$ cat src/rtl/exp5_fluxo_dados.sv
// -----------------------------------------------------------------------------
// exp5_fluxo_dados
// Datapath for the sequence-memory game. It runs the counter and move-register
// commands from the control unit and returns the status flags fim, jogada and
// igual to it.
//
// Ports:
//   clock        system clock; all state changes on its rising edge
//   reset        asynchronous, active-low reset (0 = reset)
//   zeraC        synchronous clear of the position counter (wins over contaC)
//   contaC       synchronous increment of the position counter (wraps)
//   zeraR        synchronous clear of the move register (wins over registraR)
//   registraR    synchronous load of the move register from chaves
//   chaves       player keys: one-hot while pressed, 0 when released
//   fim          high while the counter sits at the last address
//   jogada       one-cycle pulse on the first cycle a key press is seen
//   igual        move register equals the ROM word at the current address
//   db_contagem  current counter value (debug display)
//   db_memoria   ROM word at the current address (debug display)
//   db_jogada    move register contents (debug display)
// -----------------------------------------------------------------------------
module exp5_fluxo_dados #(
    parameter int ADDR_W = 4,
    parameter int DATA_W = 4
) (
    input  logic              clock,
    input  logic              reset,
    input  logic              zeraC,
    input  logic              contaC,
    input  logic              zeraR,
    input  logic              registraR,
    input  logic [DATA_W-1:0] chaves,
    output logic              fim,
    output logic              jogada,
    output logic              igual,
    output logic [ADDR_W-1:0] db_contagem,
    output logic [DATA_W-1:0] db_memoria,
    output logic [DATA_W-1:0] db_jogada
);

    logic [ADDR_W-1:0] count_r;
    logic [DATA_W-1:0] move_r;
    logic              press_hist_r;
    logic [DATA_W-1:0] rom_word_s;
    logic              press_s;

    // Fixed game sequence. Addresses outside the sixteen listed words read 0,
    // which can never match a move, so a wider ADDR_W fails safe.
    function automatic logic [DATA_W-1:0] rom_lookup(input logic [ADDR_W-1:0] addr);
        logic [DATA_W-1:0] word;
        case (addr)
            ADDR_W'(0):  word = DATA_W'(4'b0001);
            ADDR_W'(1):  word = DATA_W'(4'b0010);
            ADDR_W'(2):  word = DATA_W'(4'b0100);
            ADDR_W'(3):  word = DATA_W'(4'b1000);
            ADDR_W'(4):  word = DATA_W'(4'b0100);
            ADDR_W'(5):  word = DATA_W'(4'b0010);
            ADDR_W'(6):  word = DATA_W'(4'b0001);
            ADDR_W'(7):  word = DATA_W'(4'b0001);
            ADDR_W'(8):  word = DATA_W'(4'b0010);
            ADDR_W'(9):  word = DATA_W'(4'b0010);
            ADDR_W'(10): word = DATA_W'(4'b0100);
            ADDR_W'(11): word = DATA_W'(4'b0100);
            ADDR_W'(12): word = DATA_W'(4'b1000);
            ADDR_W'(13): word = DATA_W'(4'b1000);
            ADDR_W'(14): word = DATA_W'(4'b0001);
            ADDR_W'(15): word = DATA_W'(4'b0100);
            default:     word = {DATA_W{1'b0}};
        endcase
        return word;
    endfunction

    // Position counter: clear beats increment, increment wraps naturally.
    always_ff @(posedge clock or negedge reset) begin
        if (!reset) begin
            count_r <= {ADDR_W{1'b0}};
        end else if (zeraC) begin
            count_r <= {ADDR_W{1'b0}};
        end else if (contaC) begin
            count_r <= count_r + {{(ADDR_W-1){1'b0}}, 1'b1};
        end else begin
            count_r <= count_r;
        end
    end

    // Move register: clear beats load.
    always_ff @(posedge clock or negedge reset) begin
        if (!reset) begin
            move_r <= {DATA_W{1'b0}};
        end else if (zeraR) begin
            move_r <= {DATA_W{1'b0}};
        end else if (registraR) begin
            move_r <= chaves;
        end else begin
            move_r <= move_r;
        end
    end

    // Edge-detector history: remembers whether any key was down last cycle.
    always_ff @(posedge clock or negedge reset) begin
        if (!reset) begin
            press_hist_r <= 1'b0;
        end else begin
            press_hist_r <= press_s;
        end
    end

    // Asynchronous ROM read and status flags derived from the current state.
    always_comb begin
        rom_word_s = rom_lookup(count_r);
        press_s    = |chaves;
        jogada     = press_s & ~press_hist_r;
        fim        = (count_r == {ADDR_W{1'b1}});
        igual      = (move_r == rom_word_s);
    end

    assign db_contagem = count_r;
    assign db_memoria  = rom_word_s;
    assign db_jogada   = move_r;

endmodule

$ cat config.mk
export PLATFORM = sky130hd
export DESIGN_NAME = exp5_fluxo_dados
export DESIGN_NICKNAME = d
export VERILOG_FILES = /design/src/rtl/exp5_fluxo_dados.sv
export SDC_FILE = /design/constraint.sdc
export NUM_CORES = 1
export LEC_CHECK = 0
export CELL_PAD_IN_SITES_DETAIL_PLACEMENT = 1
export CELL_PAD_IN_SITES_GLOBAL_PLACEMENT = 1
export CORE_UTILIZATION = 31
export DETAILED_ROUTE_END_ITERATION = 16
export PLACE_DENSITY = 0.79
export SETUP_SLACK_MARGIN = 0.2
export SLEW_MARGIN = 10
export SYNTH_ARGS = -nofsm -noshare
export SYNTH_HDL_FRONTEND = slang
export SYNTH_SLANG_ARGS = --single-unit
export TNS_END_PERCENT = 1
$ cat constraint.sdc
create_clock -name clock -period 2.85 [get_ports clock]
set_input_delay 0.57 -clock clock [delete_from_list [all_inputs] [get_ports clock]]
set_output_delay 0.57 -clock clock [all_outputs]
set_load 0.01 [all_outputs]
; ---- Word-level counts from Yosys, hierarchy flattened
; Memory sizes are Yosys's and may differ from the RTL's.
; Index checks and enable logic that the tools add are counted.
[op_classes]
add_sub_neg = 1
mul = 0
div_mod_pow = 0
magnitude_cmp = 0
eq_ne = 2
shift = 0
n_mux = 4
bitwise_logic = 2
reduce_logical = 3
[op_table]
columns = cell, n
row1 = 4-bit 2-to-1 mux, 4
row2 = "4-bit by 1-bit adder with 4-bit output, second input constant", 1
row3 = 4-bit equality test, 1
row4 = "4-bit equality test, second input constant", 1
row5 = 2-bit nonzero test, 2
row6 = 4-bit OR reduction, 1
row7 = 1-bit AND, 1
row8 = 1-bit inverter, 1
[word_totals]
ff_bits = 9
latch_bits = 0
ramBits = 0
mem_bits_ro = 64
output_inout_bits = 15
word_cells = 16
memories = 1
[memory_table]
columns = memory, words, word_bits, read_ports, rd_ports_with_merged_regs, write_ports, line_no
row1 = (no name shown), 16, 4, 1, 0, 0, 51  ; case (addr)

; ---- Depth between registers and ports, before layout
[depth]
depth_word = 3
mapped_depth = 7
depth_no_buf = 6

; ---- Worst setup path before layout
; No wires, ideal clock.
[synth_timing]
path_type = flip-flop to output port
start = reg count_r[2] (netlist: db_contagem[2])
end = out igual
arrival_ns = 1.930
setup_slack_ns = 0.350
path_stages_with_launch = 8
path_buffers = 1
cell_sequence = dfrtp_1 clkbuf_1 inv_1 ha_1 nor2b_1 or3_1 a221o_1 nor2_1
[synth_between]
elab_chain_cells = 2
[synth_lines]
columns = element, line_no
row1 = "start, declared", 41  ; logic [ADDR_W-1:0] count_r;
row2 = "start signal, assigned", 76  ; count_r <= {ADDR_W{1'b0}};
row3 = "start signal, assigned", 78  ; count_r <= {ADDR_W{1'b0}};
row4 = "start signal, assigned", 80  ; count_r <= count_r + {{(ADDR_W-1){1'b0}}, 1'b1};
row5 = memory 16 x 4 bit, -
row6 = 4-bit equality test, 114  ; igual = (move_r == rom_word_s);
row7 = "end, declared", 35  ; output logic igual,
; No other way between the ends.

; ---- Worst setup path in the final report
[layout_timing]
start = reg count_r[1] (netlist: db_contagem[1])
end = out igual
; Same word-level chain as after synthesis.

==> impl_metrics.py <==
metrics = {
    "cts": {
        "ctsHoldBuffers": 0,
        "cts.path.max_buffers": 2,
        "cts_buffers": 3,
        "clk_latency_ns": 0.25,
        "clock_tree.root_cell": "clkbuf_4",
        "clkSlewWorstSetupHoldPaths_ns": 0.06,
        "cts.sinks": 9,
        "cts_max_level": 1,
        "cts_tree": "built",
    },
    "place": {
        "place.gp.congestion": 0.734,
        "place_inst": 119,
        "dp_hpwl_um": 1420,
        "io_buffers": 24,
        "dpl_cell_area_um2": 936,
    },
    "global_route": {
        "grt_overflow": 0,
        "track_usage_pct": 16.7,
        "antenna_found_initial": 0,
        "grt_pass1_vias": 558,
        "grt_max_degree": 12,
        "grt_pass1_wl_um": 2530,
    },
    "worst_setup_path": {
        "crit_slowest_cell": "mux4_2",
        "crit_path_end_kind": "primary output",
        "crit_path_start_kind": "register",
        "cp.required_ns": 2.28,
        "crit_arrival_ns": 2.06,
        "max_stage_delay_ns": 0.49,
        "reg2reg_setup_slack_ns": 1.64,
        "timing.rr.end": "db_contagem[2]",
        "rr_worst_depth": 3,
        "reg2reg_from": "db_contagem[1]",
        "critPathKind": "reg -> out",
        "path_max_fanout": 5,
        "crit_chain": "buf_6 -> buf_4 -> mux4_2 -> xor2_1 -> a221o_1 -> nor2_1 -> buf_2",
    },
    "timing": {
        "hold-worst-slack_ns": 0.590,
        "finalCriticalPeriod_ns": 2.63,
        "rsz0062_at_grt": "true",
        "layout_worst_path_cycle_share_pct": 92.4,
        "fin_tns_setup_ns": 0,
        "setup_viol": 0,
        "slew_violations": 0,
        "fmax_mhz": 380,
        "hold_violations": 0,
        "max_slew_margin_pct": 73.2,
        "clock-skew-final_ns": 0.000144,
        "worst_slew_pin_slew_ns": 0.401,
    },
    "drt": {
        "drt_iter0_markers": 1,
        "wirelength_um": 1720,
        "vias": 605,
        "wl_met2_um": 952,
        "routedWlPerCell_um": 13.8,
        "drt-met1-wl_um": 715,
        "dr.max_layer_used": "met3",
        "firstDrtPassIters": 3,
        "drc": 0,
        "met3_length_um": 51,
        "viasPerCell": 4.84,
        "ant_nets": 0,
    },
    "final_layout": {
        "syn_to_final_growth_pct": 51.8,
        "drive_above_1_share_pct": 18.4,
        "layout.nets": 115,
        "stdcell_area_um2": 982,
        "final_common_cell": "clkdlybuf4s50_1",
        "fin_cells": 125,
        "layout_common_cells": "22 x clkdlybuf4s50_1, 9 x nor2_1, 7 x dfrtp_1",
        "nFillCells": 246,
        "antenna_cells": 0,
    },
    "power_and_ir_drop": {
        "sw_frac_of_total_pct": 28.8,
        "p_leak_nw": 0.444,
        "combPwrFrac_pct": 35.1,
        "p_per_area_mw_per_mm2": 377,
        "power_frac_seq_pct": 39.2,
        "irDropWorstVdd_uv": 243,
        "intPower_uw": 264,
        "total_power_uw": 370,
        "clkPwrFrac_pct": 25.7,
        "p_sw_uw": 107,
    },
    "logic_synthesis": {
        "synth_cells": 67,
        "yosys_warnings": 0,
        "synth_nets": 83,
        "synth_area_per_cell_um2": 9.65,
        "yosysSeqAreaShare_pct": 34.8,
        "netlist_area_um2": 647,
        "synth_cell_type_count": 29,
        "synth-seq-cells": 9,
    },
    "floorplan": {
        "die_h_um": 47.7,
        "ios": 25,
        "core-area_mm2": 0.00196,
        "die_x_um": 47.7,
        "fp-row-count": 16,
        "dieArea_mm2": 0.00227,
        "start_util_pct": 33.0,
    },
    "hold_path": {
        "hp-start": "db_jogada[3]",
        "hp-class": "reg -> reg",
        "min_path_cells": 2,
        "whs_endpoint": "db_jogada[3]",
    },
    "outcome": {
        "status": "completed",
    },
    "job": {
        "drv_cap": 0,
    },
}
critical path: cells and delay by family, from the launching register on:
family | cells | cell delay (ns)
XOR/XNOR | 1 | 0.16
buffers and inverters | 3 | 0.38
AND/OR/NAND/NOR | 1 | 0.08
flip-flops | 1 | 0.44
multiplexers | 1 | 0.49
AO/OA/AOI/OAI | 1 | 0.25
sequential cells by signal, summed over array words and instances (netlist names):
name	count
db_jogada	4
press_hist_r	1
db_contagem	4
logic make-up after synthesis:
| family | Yosys count | share of synthesized area (%) |
|---|---|---|
| AO/OA/AOI/OAI | 10 | 10.6 |
| buffers and inverters | 9 | 6.38 |
| XOR/XNOR | 4 | 5.42 |
| AND/OR/NAND/NOR | 22 | 18.2 |
| adder cells (fa/ha/maj) | 6 | 11.6 |
| flip-flops | 9 | 34.8 |
| multiplexers | 7 | 13.0 |
synthesized netlist by cell type:
cell type  n  share of area (%)
buf_6      1                1.7
inv_1      5                2.9
o31ai_1    1                1.2
nand4_1    1               0.97
mux4_2     1                3.5
clkbuf_1   3                1.7
nand2_1    2                1.2
and3b_2    1                1.5
a211oi_1   1                1.2
a221o_1    1                1.5
nand2b_1   1               0.97
nor2_1     9                5.2
dfrtp_1    9                 35
and3_1     1               0.97
or4_1      1                1.2
a31oi_1    1               0.97
nor3b_1    2                2.3
xor2_1     2                2.7
nor2b_1    2                1.9
or3_1      1               0.97
o221ai_1   1                1.4
mux2i_1    5                7.7
a21oi_1    1               0.77
or2_2      1               0.97
o21ai_0    3                2.3
a32oi_1    1                1.4
mux2_1     1                1.7
xnor2_1    2                2.7
ha_1       6                 12
metal layers:
metal / up-vias / track usage (%)
met1: 295 / 17.8
met3: 0 / 4.53
met4: 0 / 3.33
met2: 16 / 32.4
li1: 294 / -
met5: - / 0
metrics by stage:
stage / worst slack (ns) / util [%]
final: 0.215 / 50.1
after global routing: 0.137 / 50.1
after CTS: 0.0360 / 49.3
after detailed placement: 0.0234 / 47.7
after global placement: 0.0992 / 47.7
after floorplan: 0.350 / -
how the worst max path moves through the flow:
stage	to	slack [ns]	start	depth (start not counted)
3_5_place_dp	jogada	0.02	chaves[2]	4
5_1_grt	igual	0.14	db_contagem[1]	7
6_report	igual	0.22	db_contagem[1]	7
4_1_cts	igual	0.04	db_contagem[1]	7
2_1_floorplan	igual	0.35	db_contagem[2]	7
3_3_place_gp	igual	0.1	db_contagem[1]	7
power by group through the flow:
stage          logic, mW  registers [mW]  clock network (mW)
5_1_grt            0.143           0.146               0.110
6_report           0.130           0.145              0.0952
2_1_floorplan     0.0579           0.149                   0
3_5_place_dp       0.130           0.147                   0
4_1_cts            0.130           0.144               0.101
3_3_place_gp       0.126           0.146                   0
timing repair:
item                       in CTS  in global routing
pin swaps                       0                  2
buffers inserted                1                  1
gates resized for setup         2                  8
setup endpoints to repair       2                  3
area by class of cell:
type / count / area, um2 / area share [%]
inverters: 5 / 18.8 / 1.91
multi-input cells: 49 / 385 / 39.2
repair buffers: 31 / 290 / 29.6
flip-flops and latches: 9 / 228 / 23.2
well taps: 27 / 33.8 / 3.44
clock buffers: 4 / 26.3 / 2.68
(Power assumes the default switching activity.)
